<file path="src/rtl/alu_issue_pkg.sv">
// alu_issue_pkg: opcodes, ALU funct3 encodings and the registered ALU request shared by the issue stage and the ALU.
package alu_issue_pkg;
    localparam int XLEN_MAX = 64;
    localparam int ADDR_MAX = 8;
    localparam logic [6:0] OPC_OP     = 7'b0110011;
    localparam logic [6:0] OPC_OP_IMM = 7'b0010011;
    localparam logic [6:0] OPC_LUI    = 7'b0110111;
    localparam logic [6:0] OPC_AUIPC  = 7'b0010111;
    typedef enum logic [2:0] {
        F3_ADD  = 3'b000,
        F3_SL   = 3'b001,
        F3_SLT  = 3'b010,
        F3_SLTU = 3'b011,
        F3_XOR  = 3'b100,
        F3_SR   = 3'b101,
        F3_OR   = 3'b110,
        F3_AND  = 3'b111
    } alu_funct3_e;
    // Sized for the widest build; narrower builds keep the upper bits at zero.
    typedef struct packed {
        logic [2:0]          funct3;
        logic                invert;
        logic [XLEN_MAX-1:0] op1;
        logic [XLEN_MAX-1:0] op2;
        logic [ADDR_MAX-1:0] rd;
        logic                illegal;
    } alu_req_t;
endpackage

</file>
<file path="src/rtl/alu_issue_stage_operand_fwd_mux.sv">
// operand_fwd_mux: source operand select with x0 zeroing and EX-over-WB forwarding priority.
module operand_fwd_mux #(
    parameter int XLEN       = 32,
    parameter int REG_ADDR_W = 5
) (
    input  logic [REG_ADDR_W-1:0] idx,
    input  logic [XLEN-1:0]       rf_data,
    input  logic                  ex_valid,
    input  logic [REG_ADDR_W-1:0] ex_rd,
    input  logic [XLEN-1:0]       ex_data,
    input  logic                  wb_valid,
    input  logic [REG_ADDR_W-1:0] wb_rd,
    input  logic [XLEN-1:0]       wb_data,
    output logic [XLEN-1:0]       data
);
    always_comb begin
        data = idx == '0 ? '0 :
               (ex_valid && ex_rd == idx) ? ex_data :
               (wb_valid && wb_rd == idx) ? wb_data : rf_data;
    end
endmodule

</file>
<file path="src/rtl/alu_issue_stage.sv">
// alu_issue_stage: ID/EX stage resolving operands and ALU controls for OP, OP-IMM, LUI and AUIPC.
// Define ALU_ISSUE_FORWARD_EN for EX/WB forwarding; without it RAW hazards stall the input instead.
module alu_issue_stage
    import alu_issue_pkg::*;
#(
    parameter int XLEN       = 32,
    parameter int REG_ADDR_W = 5
) (
    input  logic                  clk,
    input  logic                  rst_n,
    input  logic                  in_valid,
    output logic                  in_ready,
    input  logic [6:0]            in_opcode,
    input  logic [2:0]            in_funct3,
    input  logic                  in_funct7_b5,
    input  logic [REG_ADDR_W-1:0] in_rs1,
    input  logic [REG_ADDR_W-1:0] in_rs2,
    input  logic [REG_ADDR_W-1:0] in_rd,
    input  logic [XLEN-1:0]       in_imm,
    input  logic [XLEN-1:0]       in_pc,
    input  logic [XLEN-1:0]       rs1_data,
    input  logic [XLEN-1:0]       rs2_data,
    input  logic                  ex_fwd_valid,
    input  logic [REG_ADDR_W-1:0] ex_fwd_rd,
    input  logic [XLEN-1:0]       ex_fwd_data,
    input  logic                  wb_fwd_valid,
    input  logic [REG_ADDR_W-1:0] wb_fwd_rd,
    input  logic [XLEN-1:0]       wb_fwd_data,
    input  logic                  flush,
    output logic                  out_valid,
    input  logic                  out_ready,
    output logic [2:0]            out_funct3,
    output logic                  out_invert,
    output logic [XLEN-1:0]       out_operand_1,
    output logic [XLEN-1:0]       out_operand_2,
    output logic [REG_ADDR_W-1:0] out_rd,
    output logic                  out_illegal
);
`ifdef ALU_ISSUE_FORWARD_EN
    localparam logic FWD_EN = 1'b1;
`else
    localparam logic FWD_EN = 1'b0;
`endif
    alu_req_t        req_d, req_q;
    logic            out_valid_d, out_valid_q;
    logic [XLEN-1:0] rs1_val, rs2_val;
    logic            is_op, is_imm, is_lui, is_auipc, use_rs1, use_rs2;
    logic            raw_rs1, raw_rs2, hazard_stall, xfer;

    operand_fwd_mux #(.XLEN(XLEN), .REG_ADDR_W(REG_ADDR_W)) u_rs1_mux (
        .idx(in_rs1), .rf_data(rs1_data),
        .ex_valid(ex_fwd_valid & FWD_EN), .ex_rd(ex_fwd_rd), .ex_data(ex_fwd_data),
        .wb_valid(wb_fwd_valid & FWD_EN), .wb_rd(wb_fwd_rd), .wb_data(wb_fwd_data),
        .data(rs1_val)
    );

    operand_fwd_mux #(.XLEN(XLEN), .REG_ADDR_W(REG_ADDR_W)) u_rs2_mux (
        .idx(in_rs2), .rf_data(rs2_data),
        .ex_valid(ex_fwd_valid & FWD_EN), .ex_rd(ex_fwd_rd), .ex_data(ex_fwd_data),
        .wb_valid(wb_fwd_valid & FWD_EN), .wb_rd(wb_fwd_rd), .wb_data(wb_fwd_data),
        .data(rs2_val)
    );

    always_comb begin
        is_op        = in_opcode == OPC_OP;
        is_imm       = in_opcode == OPC_OP_IMM;
        is_lui       = in_opcode == OPC_LUI;
        is_auipc     = in_opcode == OPC_AUIPC;
        use_rs1      = is_op || is_imm;
        use_rs2      = is_op;
        raw_rs1      = in_rs1 != '0 && ((ex_fwd_valid && ex_fwd_rd == in_rs1) ||
                       (wb_fwd_valid && wb_fwd_rd == in_rs1) || (out_valid_q && out_rd == in_rs1));
        raw_rs2      = in_rs2 != '0 && ((ex_fwd_valid && ex_fwd_rd == in_rs2) ||
                       (wb_fwd_valid && wb_fwd_rd == in_rs2) || (out_valid_q && out_rd == in_rs2));
        hazard_stall = !FWD_EN && ((use_rs1 && raw_rs1) || (use_rs2 && raw_rs2));
        in_ready     = flush || ((!out_valid_q || out_ready) && !hazard_stall);
        xfer         = in_valid && in_ready && !flush;
        out_valid_d  = !flush && (xfer || (out_valid_q && !out_ready));
        req_d        = req_q;
        if (xfer) begin
            req_d.illegal = !(use_rs1 || is_lui || is_auipc);
            req_d.funct3  = use_rs1 ? in_funct3 : F3_ADD;
            req_d.invert  = !use_rs1 ? 1'b1 :
                            in_funct3 == F3_ADD ? (is_imm || !in_funct7_b5) :
                            (in_funct3 == F3_SR) && in_funct7_b5;
            req_d.op1     = XLEN_MAX'(is_auipc ? in_pc : use_rs1 ? rs1_val : '0);
            req_d.op2     = XLEN_MAX'(is_op ? rs2_val : (is_imm || is_lui || is_auipc) ? in_imm : '0);
            req_d.rd      = ADDR_MAX'(req_d.illegal ? '0 : in_rd);
        end
    end

    always_ff @(posedge clk or negedge rst_n) begin
        if (!rst_n) begin
            out_valid_q <= 1'b0;
            req_q       <= '0;
        end else begin
            out_valid_q <= out_valid_d;
            req_q       <= req_d;
        end
    end

    always_ff @(posedge clk) begin
        if (rst_n) assert ((req_q.op1 >> XLEN) == '0 && (req_q.op2 >> XLEN) == '0 && (req_q.rd >> REG_ADDR_W) == '0);
    end

    assign out_valid     = out_valid_q;
    assign out_funct3    = req_q.funct3;
    assign out_invert    = req_q.invert;
    assign out_operand_1 = req_q.op1[XLEN-1:0];
    assign out_operand_2 = req_q.op2[XLEN-1:0];
    assign out_rd        = req_q.rd[REG_ADDR_W-1:0];
    assign out_illegal   = req_q.illegal;
endmodule

</file>
<file path="config.mk">
export PLATFORM = sky130hd
export DESIGN_NAME = alu_issue_stage
export DESIGN_NICKNAME = d
export VERILOG_FILES = /design/src/rtl/alu_issue_pkg.sv /design/src/rtl/alu_issue_stage_operand_fwd_mux.sv /design/src/rtl/alu_issue_stage.sv
export SDC_FILE = /design/constraint.sdc
export NUM_CORES = 1
export LEC_CHECK = 0
export CAP_MARGIN = 5
export CORE_ASPECT_RATIO = 0.9
export CORE_MARGIN = 2
export CORE_UTILIZATION = 40
export CTS_CLUSTER_SIZE = 8
export DETAILED_ROUTE_END_ITERATION = 8
export GPL_TIMING_DRIVEN = 0
export MAX_ROUTING_LAYER = met4
export PLACE_DENSITY = 0.82
export SLEW_MARGIN = 20
export SYNTH_ARGS = -nofsm -noshare
export SYNTH_HDL_FRONTEND = slang
export SYNTH_HIERARCHICAL = 1
export SYNTH_SLANG_ARGS = --single-unit
export TNS_END_PERCENT = 20
</file>
<file path="constraint.sdc">
create_clock -name clk -period 5.6 [get_ports clk]
set_clock_uncertainty 0.05 [all_clocks]
set_input_delay 1.12 -clock clk [delete_from_list [all_inputs] [get_ports clk]]
set_output_delay 1.12 -clock clk [all_outputs]
set_load 0.02 [all_outputs]
</file>
Word-level counts from Yosys, hierarchy flattened
Index checks and enable logic that the tools add are counted.
{"block": "op_classes", "add_sub_neg": 0, "multipliers": 0, "div_mod_pow": 0, "n_lt_le_gt_ge": 0, "eq_ne": 11, "shift": 0, "mux": 10, "bitwise_logic": 0, "reduce_logical": 41}
{"cell": "$mux W32", "count": 6}
{"cell": "$eq A5 B5 Y1", "count": 6}
{"cell": "$logic_and A1 B1 Y1", "count": 16}
{"cell": "$eq A7 B5 Y1 const B", "count": 2}
{"cell": "$eq A7 B6 Y1 const B", "count": 2}
{"cell": "$logic_or A1 B1 Y1", "count": 14}
{"cell": "$logic_not A5 Y1", "count": 2}
{"cell": "$reduce_bool A5 Y1", "count": 2}
{"cell": "$logic_not A1 Y1", "count": 6}
{"cell": "$mux W5", "count": 1}
{"cell": "$eq A3 B3 Y1 const B", "count": 1}
{"cell": "$logic_not A3 Y1", "count": 1}
{"cell": "$mux W3", "count": 1}
{"cell": "$mux W1", "count": 2}
{"block": "word_totals", "reg_bits": 75, "latch_bits": 0, "ram_bits": 0, "rom_bits": 0, "in_bits": 235, "output_inout_bits": 76, "memories": 0}

Logic depth before layout (Yosys ltp)
{"block": "logic_depth", "ltp_word": 14, "mapped_depth": 11}

Cells and area by module
The synthesis kept the hierarchy.
{"module": "alu_issue_stage", "instances": 1, "cells_per_inst": 318, "area_each_um2": 4211.5, "seq_area_each_um2": 1876.8}
{"module": "operand_fwd_mux", "instances": 2, "cells_per_inst": 196, "area_each_um2": 1253.7, "seq_area_each_um2": 0.0}

Worst setup path before layout
Ideal clock, no wire load.
{"block": "synth_timing", "path_kind": "input to output", "from": "input in_opcode[3]", "to": "output in_ready", "arrival_time_ps": 2309, "t_required_ps": 4430, "path_slack_ps": 2121, "path_stages": 8, "path_buffers": 2, "path_cell_list": "nor2_1 -> and4_1 -> buf_2 -> and3_1 -> buf_2 -> o21ai_2 -> o22ai_2 -> o21bai_1"}
{"block": "synth_between", "elab_chain_cells": 7, "elab_cells_between_ends": 9, "cone_classes": "2 x eq/ne; 7 x reduce/logical"}
{"element": "start: declaration", "line": "alu_issue_stage.sv:13", "rtl": "input logic [6:0] in_opcode,"}
{"element": "$eq A7 B6 Y1 / $eq A7 B5 Y1 (equally long branches)", "line": "alu_issue_stage.sv:65, alu_issue_stage.sv:66"}
{"element": "$logic_or A1 B1 Y1", "line": "alu_issue_stage.sv:69", "rtl": "use_rs1 = is_op || is_imm;"}
{"element": "$logic_and A1 B1 Y1", "line": "alu_issue_stage.sv:75", "rtl": "hazard_stall = !FWD_EN && ((use_rs1 && raw_rs1) || (use_rs2 && raw_rs2));"}
{"element": "$logic_or A1 B1 Y1 (*)", "line": "alu_issue_stage.sv:75"}
{"element": "$logic_not A1 Y1 (*)", "line": "alu_issue_stage.sv:76", "rtl": "in_ready = flush || ((!out_valid_q || out_ready) && !hazard_stall);"}
{"element": "$logic_and A1 B1 Y1 (*)", "line": "alu_issue_stage.sv:76"}
{"element": "$logic_or A1 B1 Y1 (*)", "line": "alu_issue_stage.sv:76"}
{"element": "end: declaration", "line": "alu_issue_stage.sv:12", "rtl": "output logic in_ready,"}
Mark *: on every way between the ends. The rest lies on a longest branch, timed or not.

Worst setup path after layout
{"block": "layout_timing", "from": "input in_rs1[3]", "to": "output in_ready"}
{"block": "layout_between", "elab_chain_cells": 10, "elab_cells_between_ends": 15, "cone_classes": "3 x eq/ne; 12 x reduce/logical"}
{"element": "start: declaration", "line": "alu_issue_stage.sv:16", "rtl": "input logic [REG_ADDR_W-1:0] in_rs1,"}
{"element": "$eq A5 B5 Y1"}
{"element": "$logic_and A1 B1 Y1, on equally long branches", "line": "alu_issue_stage.sv:71, alu_issue_stage.sv:72"}
{"element": "$logic_or A1 B1 Y1", "line": "alu_issue_stage.sv:71", "rtl": "raw_rs1 = in_rs1 != '0 && ((ex_fwd_valid && ex_fwd_rd == in_rs1) ||"}
{"element": "$logic_or A1 B1 Y1", "line": "alu_issue_stage.sv:72", "rtl": "(wb_fwd_valid && wb_fwd_rd == in_rs1) || (out_valid_q && out_rd == in_rs1));"}
{"element": "$logic_and A1 B1 Y1 (*)", "line": "alu_issue_stage.sv:71"}
{"element": "$logic_and A1 B1 Y1 (*)", "line": "alu_issue_stage.sv:75"}
{"element": "$logic_or A1 B1 Y1 (*)", "line": "alu_issue_stage.sv:75"}
{"element": "$logic_not A1 Y1 (*)", "line": "alu_issue_stage.sv:76"}
{"element": "$logic_and A1 B1 Y1 (*)", "line": "alu_issue_stage.sv:76"}
{"element": "$logic_or A1 B1 Y1 (*)", "line": "alu_issue_stage.sv:76"}
Marks and branches as above.

==> impl_summary.log <==
[metrics] result of the run: finished, final reports clean
[metrics] sequential cell area: about 1900 sq um
[metrics] chip height: 127 um
[metrics] HPWL reported at the end of detailed placement: roughly 23 mm
[metrics] average footprint of a synthesized cell: 9.46 sq um
[metrics] dominant combinational cell family by area after synthesis: compound AO/OA/AOI/OAI gates
[metrics] pin slew with the least headroom to its limit: 885 ps
[metrics] ordered list of cells on the worst path: clkdlybuf4s50_1, xor2_1, nor4_1, nand3_1, and3_1, o22ai_2, o21bai_1, clkdlybuf4s50_1
[metrics] TritonCTS clock tree: yes
[metrics] area of the mapped netlist: roughly 6700 sq um
[metrics] setup repair after global routing missed its margin: false
[metrics] worst r2r src: out_rd[4]
[metrics] flop-to-flop setup slack: between 3000 and 4000 ps
[metrics] data arrival time of the critical path: 3550 ps
[metrics] area inside the core boundary: about 16000 sq um
[metrics] Seq cells post-synth: 75
[metrics] grt met3 use: a little under a tenth
[metrics] Synth Area in Adders: 0%
[metrics] Setup Buffers After CTS: 0
[metrics] clock network latency to the later pin of the worst-skew pair: around 340 ps
[metrics] filler cell count: around 1300
[metrics] combined area of the multi-input logic cells: ~4400 sq um
[metrics] Final Critical Period: 4720 ps
[metrics] number of max-slew violations in the final report: 0
[metrics] number of max-cap violations: 0
[metrics] Top Usage Layer GRT: met2
[metrics] post-route ant nets: 0
[metrics] RD Place Congestion: around 0.97
[metrics] Initial DRC Count: 628
[metrics] Worst Hold Slack: 457 ps
[metrics] Global Route Usage Sum: 32.5%
[metrics] number of hold violations in the final report: 0
[metrics] number of cells upsized or downsized after cts: 0
[metrics] simple-gate share of the synthesized area: between 10% and 20%
[metrics] TritonRoute pass-1 iters: 5
[metrics] Leakage Power: 3.84 nW
[metrics] CTS H-tree lvls: 3
[metrics] Total Neg Setup Slack: 0 ps
[metrics] Worst setup startpoint: in_rs1[3]
[metrics] synthesized-area fraction occupied by ao, oa, aoi and oai cells: around 28%
[metrics] number of buffers and inverters on the critical path: 2
[metrics] met2 layer usage reported by global route: roughly half
[metrics] proportion of synthesized area in mux cells: approximately 15%
[metrics] global-route wire length before repair: 43.3 mm
[metrics] most frequent cell on the critical path: sky130_fd_sc_hd__clkdlybuf4s50_1
[metrics] total global routing overflow: 0
[metrics] Fmax: roughly 210 MHz
[metrics] register area share after synthesis: roughly 28%
[metrics] count of buffers from port buffering: 310
[metrics] worst reg2reg path endpoint: out_operand_2[30]
[metrics] initial core utilization: 41.2%
[metrics] count of cell types in the netlist: 40
[metrics] top cell family by delay on the critical path: buffers and inverters
[metrics] Cell Rows: 44
[metrics] maximum number of pins on one net before global-route repair: between 40 and 50
[metrics] number of antenna violations at the first check in global routing: 5
[metrics] CTS sink count: 75
[metrics] met1 routing resource usage after global routing: approximately 40%
[metrics] Max clock buf depth: 2
[metrics] biggest cell delay along the critical path: 620 ps
[metrics] Clk Tree Root Cell: sky130_fd_sc_hd__clkbuf_16
[metrics] number of instances in the synthesized netlist: 710
[metrics] VDD IR max: 138 uV
[metrics] Vias per Instance: just under 6
[metrics] I/O pin cnt: ~310
[metrics] fraction of layout instances using a drive strength above 1: approximately an eighth
[metrics] Critical Path Sink Type: primary output
[metrics] TritonCTS Buffers: 9
[metrics] detail-routed net length per standard cell: 22.7 um
[metrics] die area: approximately 18000 sq um
[metrics] cts-stage hold buffer count: 0
[metrics] xor and xnor area share after synthesis: ~6.7%
[metrics] cell count along the critical path: 8
[metrics] R2R depth: 9
[metrics] setup violators final: 0
[metrics] # DRC: 0
[metrics] Required @ worst endpoint: 4430 ps
[metrics] count of nets after finishing: ~1300
[metrics] vias in the first global route: between 7000 and 8000
[metrics] cell at the slowest stage of the critical path: sky130_fd_sc_hd__clkdlybuf4s50_1
[metrics] worst slew margin relative to its limit: between 40% and 50%
[metrics] Clock Pin Slew Worst Setup and Hold Paths: around 60 ps
[metrics] period utilization: 84.3%
[metrics] post-detailed-routing wire length: between 20 and 30 mm
[metrics] Max FO, Critical Path: 7
[metrics] end point of the critical path: in_ready
[metrics] element type at the critical path start: input pin
[metrics] synthesis-to-finish area growth: 55.2%
[metrics] Worst Setup Path Type: in -> out
[metrics] detailed-route via count: between 7000 and 8000
[metrics] type of the worst min-delay path: reg -> reg
[metrics] cell area power density: around 160 nW/um^2
[metrics] Die X-Extent: 141 um
[metrics] number of warning messages in the yosys log: 6
## synth_stat cells
master | number | area (sq um)
sky130_fd_sc_hd__or4_1 | 4 | 30.0
sky130_fd_sc_hd__o21ai_2 | 1 | 8.76
sky130_fd_sc_hd__nor2_2 | 1 | 6.26
sky130_fd_sc_hd__buf_1 | 2 | 7.51
sky130_fd_sc_hd__inv_1 | 10 | 37.5
sky130_fd_sc_hd__a31oi_1 | 1 | 6.26
sky130_fd_sc_hd__a21oi_1 | 1 | 5.00
sky130_fd_sc_hd__conb_1 | 1 | 3.75
sky130_fd_sc_hd__a22o_1 | 64 | 561
sky130_fd_sc_hd__and3_1 | 3 | 18.8
sky130_fd_sc_hd__nor2_1 | 4 | 15.0
sky130_fd_sc_hd__o22a_1 | 36 | 315
sky130_fd_sc_hd__nand4_1 | 33 | 206
sky130_fd_sc_hd__o21bai_1 | 1 | 7.51
sky130_fd_sc_hd__o21ai_0 | 63 | 315
sky130_fd_sc_hd__mux2_4 | 52 | 781
sky130_fd_sc_hd__buf_2 | 17 | 85.1
sky130_fd_sc_hd__nand3_1 | 42 | 210
sky130_fd_sc_hd__buf_6 | 3 | 33.8
sky130_fd_sc_hd__nor2b_1 | 1 | 6.26
sky130_fd_sc_hd__or2_1 | 2 | 12.5
sky130_fd_sc_hd__a311oi_2 | 20 | 300
sky130_fd_sc_hd__buf_12 | 6 | 120
sky130_fd_sc_hd__nor3_1 | 65 | 325
sky130_fd_sc_hd__nor4_1 | 6 | 37.5
sky130_fd_sc_hd__o22ai_2 | 1 | 12.5
sky130_fd_sc_hd__o21ba_2 | 1 | 10.0
sky130_fd_sc_hd__dfrtp_1 | 75 | 1880
sky130_fd_sc_hd__o21ai_1 | 3 | 15.0
sky130_fd_sc_hd__xnor2_2 | 2 | 32.5
sky130_fd_sc_hd__xnor2_1 | 24 | 210
sky130_fd_sc_hd__mux2i_1 | 8 | 80.1
sky130_fd_sc_hd__a311oi_1 | 8 | 70.1
sky130_fd_sc_hd__and4_1 | 3 | 26.3
sky130_fd_sc_hd__nor4_4 | 1 | 21.3
sky130_fd_sc_hd__a211oi_1 | 37 | 278
sky130_fd_sc_hd__clkbuf_1 | 58 | 218
sky130_fd_sc_hd__nand2_1 | 12 | 45.0
sky130_fd_sc_hd__mux2_2 | 14 | 158
sky130_fd_sc_hd__xor2_1 | 24 | 210
## through the flow
stage | std cells | power (mW) | utilization, % | instance area (sq um) | setup WS, ps
after floorplan | 713 | 0.793 | - | 6730 | 2120
after global placement | 1230 | 1.06 | 61.9 | 10100 | 614
after detailed placement | 1231 | 1.06 | 62.1 | 10100 | 914
after CTS | 1247 | 1.66 | 63.9 | 10400 | 906
after global routing | 1252 | 1.74 | 64.0 | 10400 | 736
final | 1253 | 1.67 | 64.0 | 10400 | 881
## cell type report
cell class / instances / area share, %
diodes: 6 / 0.144
flip-flops and latches: 75 / 18.0
well taps: 207 / 2.48
clock buffers: 10 / 2.20
repair buffers: 311 / 30.0
clock inverters: 6 / 0.612
inverters: 10 / 0.360
multi-input cells: 542 / 41.7
plain buffers: 86 / 4.45
## cell families after synthesis
logic type / count (synthesis)
mux: 74
simple gates: 177
buf+inv: 96
flops: 75
xor+xnor: 50
compound gates: 237
other cells: 1
## routing by layer
layer / part of all wire, % / vias to the layer above
li1: - / 3433
met1: 40 / 3532
met2: 46 / 392
met3: 9.9 / 59
met4: 3.7 / 0
met5: 0 / -
## sequential cells by signal, summed over array words and instances, names as in the netlist
register       count
out_funct3         3
out_illegal        1
out_invert         1
out_operand_1     32
out_operand_2     32
out_rd             5
out_valid          1
## layout by cell type (no fill, tap or decap), types with 4 or more instances in the layout
cell type                         Yosys  routed
sky130_fd_sc_hd__mux2i_1              8       8
sky130_fd_sc_hd__buf_2               17      17
sky130_fd_sc_hd__a22o_1              64      64
sky130_fd_sc_hd__mux2_4              52      52
sky130_fd_sc_hd__nor2_1               4       4
sky130_fd_sc_hd__or4_1                4       4
sky130_fd_sc_hd__clkbuf_1            58      59
sky130_fd_sc_hd__xor2_1              24      24
sky130_fd_sc_hd__inv_1               10      10
sky130_fd_sc_hd__a311oi_2            20      20
sky130_fd_sc_hd__diode_2              0       6
sky130_fd_sc_hd__mux2_2              14      14
sky130_fd_sc_hd__conb_1               1       4
sky130_fd_sc_hd__nand2_1             12      12
sky130_fd_sc_hd__nor3_1              65      65
sky130_fd_sc_hd__dfrtp_1             75      75
sky130_fd_sc_hd__a311oi_1             8       8
sky130_fd_sc_hd__nor4_1               6       6
sky130_fd_sc_hd__clkbuf_16            0       9
sky130_fd_sc_hd__nand3_1             42      42
sky130_fd_sc_hd__nand4_1             33      33
sky130_fd_sc_hd__a211oi_1            37      37
sky130_fd_sc_hd__clkdlybuf4s50_1      0     309
sky130_fd_sc_hd__o22a_1              36      36
sky130_fd_sc_hd__xnor2_1             24      24
sky130_fd_sc_hd__buf_12               6       6
sky130_fd_sc_hd__o21ai_0             63      63
## power breakdown
| part | total (mW) | switching (mW) | leakage (nW) | internal, mW |
|---|---|---|---|---|
| combinational | 0.519 | 0.247 | 2.67 | 0.273 |
| sequential | 0.558 | 0.00660 | 1.03 | 0.551 |
| clock | 0.590 | 0.245 | 0.139 | 0.346 |
## how the worst min path moves through the flow
stage | slack, ps | from | cells past startpoint | to
finish | 460 | out_operand_1[11] | 1 | out_operand_1[11]
global route | 480 | out_operand_1[29] | 1 | out_operand_1[29]
CTS | 460 | out_illegal | 1 | out_illegal
detailed placement | 440 | out_operand_2[16] | 1 | out_operand_2[16]
global placement | 440 | out_operand_1[11] | 1 | out_operand_1[11]
floorplan | 550 | out_funct3[0] | 2 | out_funct3[0]
Note: power is estimated with default switching activity, not from simulation.
